===== src/rtl/register_bank_16x32_write.sv =====
// Write side of the 16 x 32 ARM general register file.
// Decodes the writeback address into a one-hot load strobe and holds R0..R15.
// R15 (PC) can also be loaded from the fetch stage; a writeback to R15 wins.
module register_bank_16x32_write #(
  parameter int unsigned         DATA_W    = 32,
  parameter logic [DATA_W-1:0]   PC_RESET  = 32'h0000_0000,
  parameter logic [DATA_W-1:0]   GPR_RESET = 32'h0000_0000
) (
  input  logic              clk,
  input  logic              reset_n,
  input  logic              LE,
  input  logic [3:0]        WA,
  input  logic [DATA_W-1:0] PW,
  input  logic              PCLE,
  input  logic [DATA_W-1:0] PCIN,
  output logic [DATA_W-1:0] Q0,
  output logic [DATA_W-1:0] Q1,
  output logic [DATA_W-1:0] Q2,
  output logic [DATA_W-1:0] Q3,
  output logic [DATA_W-1:0] Q4,
  output logic [DATA_W-1:0] Q5,
  output logic [DATA_W-1:0] Q6,
  output logic [DATA_W-1:0] Q7,
  output logic [DATA_W-1:0] Q8,
  output logic [DATA_W-1:0] Q9,
  output logic [DATA_W-1:0] Q10,
  output logic [DATA_W-1:0] Q11,
  output logic [DATA_W-1:0] Q12,
  output logic [DATA_W-1:0] Q13,
  output logic [DATA_W-1:0] Q14,
  output logic [DATA_W-1:0] Q15,
  output logic [15:0]       WR_HIT
);

  logic [DATA_W-1:0] regs_q [16];
  logic [15:0]       dec;
  logic [15:0]       wr_hit_q;

  // Write-address decoder; WA is ignored entirely when LE is low so X on WA is harmless.
  always_comb begin
    dec = '0;
    if (LE) begin
      dec[WA] = 1'b1;
    end
  end

  // General-purpose registers R0..R14: load on decoded strobe, otherwise hold.
  always_ff @(posedge clk or negedge reset_n) begin
    if (!reset_n) begin
      for (int n = 0; n < 15; n++) begin
        regs_q[n] <= GPR_RESET;
      end
    end else begin
      for (int n = 0; n < 15; n++) begin
        if (dec[n]) begin
          regs_q[n] <= PW;
        end
      end
    end
  end

  // R15: an explicit instruction write overrides the fetch-stage PC update.
  always_ff @(posedge clk or negedge reset_n) begin
    if (!reset_n) begin
      regs_q[15] <= PC_RESET;
    end else if (dec[15]) begin
      regs_q[15] <= PW;
    end else if (PCLE) begin
      regs_q[15] <= PCIN;
    end
  end

  // Write-hit flags: one cycle pulse per LE write, never set by PCLE.
  always_ff @(posedge clk or negedge reset_n) begin
    if (!reset_n) begin
      wr_hit_q <= '0;
    end else begin
      wr_hit_q <= dec;
    end
  end

  assign Q0     = regs_q[0];
  assign Q1     = regs_q[1];
  assign Q2     = regs_q[2];
  assign Q3     = regs_q[3];
  assign Q4     = regs_q[4];
  assign Q5     = regs_q[5];
  assign Q6     = regs_q[6];
  assign Q7     = regs_q[7];
  assign Q8     = regs_q[8];
  assign Q9     = regs_q[9];
  assign Q10    = regs_q[10];
  assign Q11    = regs_q[11];
  assign Q12    = regs_q[12];
  assign Q13    = regs_q[13];
  assign Q14    = regs_q[14];
  assign Q15    = regs_q[15];
  assign WR_HIT = wr_hit_q;

endmodule


===== config.mk =====
export PLATFORM = sky130hd
export DESIGN_NAME = register_bank_16x32_write
export DESIGN_NICKNAME = d
export VERILOG_FILES = /design/src/rtl/register_bank_16x32_write.sv
export SDC_FILE = /design/constraint.sdc
export NUM_CORES = 1
export LEC_CHECK = 0
export CORE_ASPECT_RATIO = 0.8
export CORE_MARGIN = 3
export CORE_UTILIZATION = 35
export CTS_CLUSTER_DIAMETER = 100
export DETAILED_ROUTE_END_ITERATION = 16
export GPL_TIMING_DRIVEN = 0
export SLEW_MARGIN = 20
export SYNTH_ARGS = -nofsm -noshare
export SYNTH_HDL_FRONTEND = slang
export SYNTH_SLANG_ARGS = --single-unit

===== constraint.sdc =====
create_clock -name clk -period 1.1 [get_ports clk]
set_input_delay 0.165 -clock clk [delete_from_list [all_inputs] [get_ports clk]]
set_output_delay 0.165 -clock clk [all_outputs]
set_load 0.02 [all_outputs]

==> metrics.log <==
INFO  metric place_worst_setup_slack = -1.82 ns
INFO  metric final.fill_count = ~4300
INFO  metric largest_net_degree_at_the_start_of_global_routing = 100
INFO  metric first_iter_violations = 640
INFO  metric worst_slew_pin_slew = 0.533 ns
INFO  metric fin_crit_sh = 1.20
INFO  metric period_minus_slack = 1.32 ns
INFO  metric tritoncts = built
INFO  metric grt_pass1_wl = 99600 um
INFO  metric end_kind = output pin
INFO  metric number_of_antenna_violations_at_the_first_check_in_global_routing = 4
INFO  metric synth_top_area_share = 0.660
INFO  metric timing.critical_path.slowest_stage_cell = dfrtp_1
INFO  metric netlist_area = around 20000 um^2
INFO  metric post_drt_wl_per_cell = 24.1 um
INFO  metric fp.dieW = 273 um
INFO  metric clk_root_buffer_cell = clkbuf_16
INFO  metric critPathArrivalTime = 1.15 ns
INFO  metric synth_top_cell_by_area = dfrtp_1
INFO  metric status = complete, but fails checks
INFO  metric routed-via-count = 13600
INFO  metric postSynthCellCount = 1192
INFO  metric skew_final = 0 ns
INFO  metric routed_wire_length = 70200 um
INFO  metric setup_violations = 576
INFO  metric drc_errors = 0
INFO  metric sequential_cell_area_fraction_in_the_yosys_report = 0.660
INFO  metric dp_hpwl = ~49000 um
INFO  metric fin_nets = around 2200
INFO  metric count_of_final_hold_check_violations = 240
INFO  metric rsz0062_at_grt = true
INFO  metric postSynthNetCount = between 1000 and 1500
INFO  metric die_h = 220 um
INFO  metric holdBufCountCts = 1
INFO  metric share_of_post_route_cells_with_drive_strength_above_1 = 0.709
INFO  metric die_area = ~60000 um^2
INFO  metric global_route.usage.total = 0.224
INFO  metric largest_fanout_on_the_critical_path = 2
INFO  metric violations = negative hold slack, negative setup slack
INFO  metric vdd_drop_max = 1.29 mV
INFO  metric worst-path-buf-inv = 1
INFO  metric area_contributors_post_synth = dfrtp_1, mux2_2, mux2_4
INFO  metric syn_avg_cell_area = 16.8 um^2
INFO  metric cp_slowest_stage_delay = 0.41 ns
INFO  metric holdCritPathClass = primary input to asynchronous set/reset pin
INFO  metric clock-sinks = 528
INFO  metric fmax = about 760 MHz
INFO  metric crit_path_cell_chain = buf_6
INFO  metric cts_max_level = 2
INFO  metric leakage = around 16 nW
INFO  metric clk_pin_slew_worst_paths = 0.07 ns
INFO  metric drt-vias-per-instance = 4.66
INFO  metric post_synthesis_cell_type_count = 16
INFO  metric worstSetupPathType = register to output pin
INFO  metric grt_pass1_vias = 14300
INFO  metric ys_warn_count = 0
INFO  metric port-buffer-count = 598
INFO  metric crit_path_max_delay_family = flip-flops
INFO  metric design.portCount = 600
INFO  metric slew_headroom = 0.644
INFO  metric design_power_total = 72.1 mW
INFO  metric start_kind = register
INFO  metric gp_congestion = 0.799
INFO  metric required = about 0.94 ns
INFO  metric post_synthesis_sequential_element_count = 528
INFO  metric cts_buffers = 54
INFO  metric finalHoldWorstSlack = -0.532 ns
INFO  metric core-area = ~56000 um^2
INFO  metric areaGrowthSynthToFinish = 66.7%
INFO  metric clk-insertion-delay-late = 0.59 ns
INFO  metric initial_core_util = 0.358
INFO  metric grt.overflow.total = 0
INFO  metric number_of_buffers_on_the_longest_clock_path = 3
INFO  metric power_density = 2160 nW/um^2
INFO  metric postLayoutSetupSlackWorst = -0.217 ns
INFO  metric detailedRoute.firstPassIterationCount = 4
INFO  metric finalMaxSlewViolations = 0
INFO  metric maxCapViolations = 0
INFO  metric std_cell_rows = 77
INFO  metric route.antenna.remaining_nets = 0
-- final timing paths --
kind | startpoint | endpoint | slack (ns) | cells after the start
max | Q0[3] | Q0[3] | -0.22 | 1
min | reset_n | Q12[20] | -0.53 | 1
max reg2reg | Q15[8] | Q15[8] | -0.10 | 3
min reg2reg | Q8[9] | Q8[9] | 0.53 | 1
max in group asynchronous | reset_n | Q7[24] | 0.28 | 4
min in group clk | LE | Q15[1] | 0.10 | 4
-- synthesized netlist by cell type, drive strengths merged --
master and instances:
buf 49, clkbuf 41, dfrtp 528, inv 6
mux2 544, nand2 1, nand2b 4, nand3 1
nand3b 2, nor2 10, nor3b 1, or3 4
or3b 1
-- registers in the layout (all words and copies together), names as in the netlist --
name,count
Q0,32
Q10,32
Q11,32
Q12,32
Q13,32
Q14,32
Q15,32
Q1,32
Q2,32
Q3,32
Q4,32
Q5,32
Q6,32
Q7,32
Q8,32
Q9,32
WR_HIT,16
-- area by class of cell --
type / count / area [um^2] / share of cell area
buffer: 90 / 960 / 0.0288
inverter: 6 / 22.5 / 0.000675
antenna: 4 / 10.0 / 0.000300
multi-input combinational: 568 / 7460 / 0.224
timing repair buffer: 868 / 8980 / 0.269
clock inverter: 14 / 176 / 0.00529
sequential: 528 / 13200 / 0.396
tap: 750 / 938 / 0.0281
clock buffer: 83 / 1610 / 0.0483
-- metrics by stage --
stage	setup TNS [ns]	utilization	cells	cell area (um^2)	hold slack [ns]
floorplan	-109.82	-	1192	21500	-0.131
global placement	-	0.509	2540	28500	0.487
detailed placement	-729.29	0.512	2545	28600	0.142
CTS	-133.23	0.556	2767	31000	-0.568
global route	-126.60	0.597	2909	33400	-0.541
finish	-99.73	0.597	2911	33400	-0.532
-- power breakdown --
part	internal, mW	switching, mW
Combinational	15.1	11.4
Clock	11.0	7.73
Sequential	23.7	3.22
Total	49.8	22.3
-- cells in the final DEF (no fill, tap or decap) --
| cell | count |
|---|---|
| buf_6 | 560 |
| dfrtp_1 | 528 |
| mux2_4 | 292 |
| buf_4 | 252 |
| mux2_2 | 252 |
| clkbuf_16 | 64 |
| clkdlybuf4s50_1 | 63 |
| clkbuf_2 | 25 |
| clkbuf_1 | 23 |
| clkbuf_8 | 18 |
| buf_8 | 16 |
| nor2_4 | 10 |
| buf_12 | 10 |
| clkinv_2 | 8 |
| buf_16 | 7 |
| diode_2 | 4 |
| bufinv_16 | 4 |
| or3_1 | 3 |
| inv_1 | 3 |
| inv_2 | 3 |
| nand3b_1 | 2 |
| nand2b_4 | 2 |
| nand2b_1 | 2 |
| nand2_2 | 1 |
| nand3_4 | 1 |
| or3b_4 | 1 |
| nor3b_1 | 1 |
| or3_4 | 1 |
| inv_6 | 1 |
| clkinvlp_4 | 1 |
| dlygate4sd3_1 | 1 |
| dlymetal6s2s_1 | 1 |
| clkdlybuf4s15_2 | 1 |
-- cells by family (layout without fill, tap and decap cells) --
family,after synthesis,in the layout,synth area share
flip-flops,528,528,0.660
multiplexers,544,544,0.311
AND/OR/NAND/NOR,24,24,0.00637
other,0,4,0
buffers and inverters,96,1061,0.0221
-- worst reg2reg max path: cells and delay by family, from the launching register on --
kind | cells | cell delay (ns)
buf+inv | 1 | 0.13
flops | 1 | 0.41
mux | 2 | 0.54
-- metal layers --
metal,wire (um),part of all wire,global-route usage,vias to the layer above
met2,33700,0.48,0.366,403
met3,5480,0.078,0.0754,124
met1,28500,0.41,0.280,7011
met4,2460,0.035,0.0784,2
met5,13,0.00019,0,-
li1,-,-,-,6017
-- timing repair --
action                                 in CTS  in global routing
pin swaps                                   5                  0
setup endpoints to repair                1149                982
setup buffers                             123                138
endpoints found under the hold margin     242                240
gates cloned                                1                  5
gates resized for setup                  2998                409
Note: power is estimated with default switching activity, not from simulation.
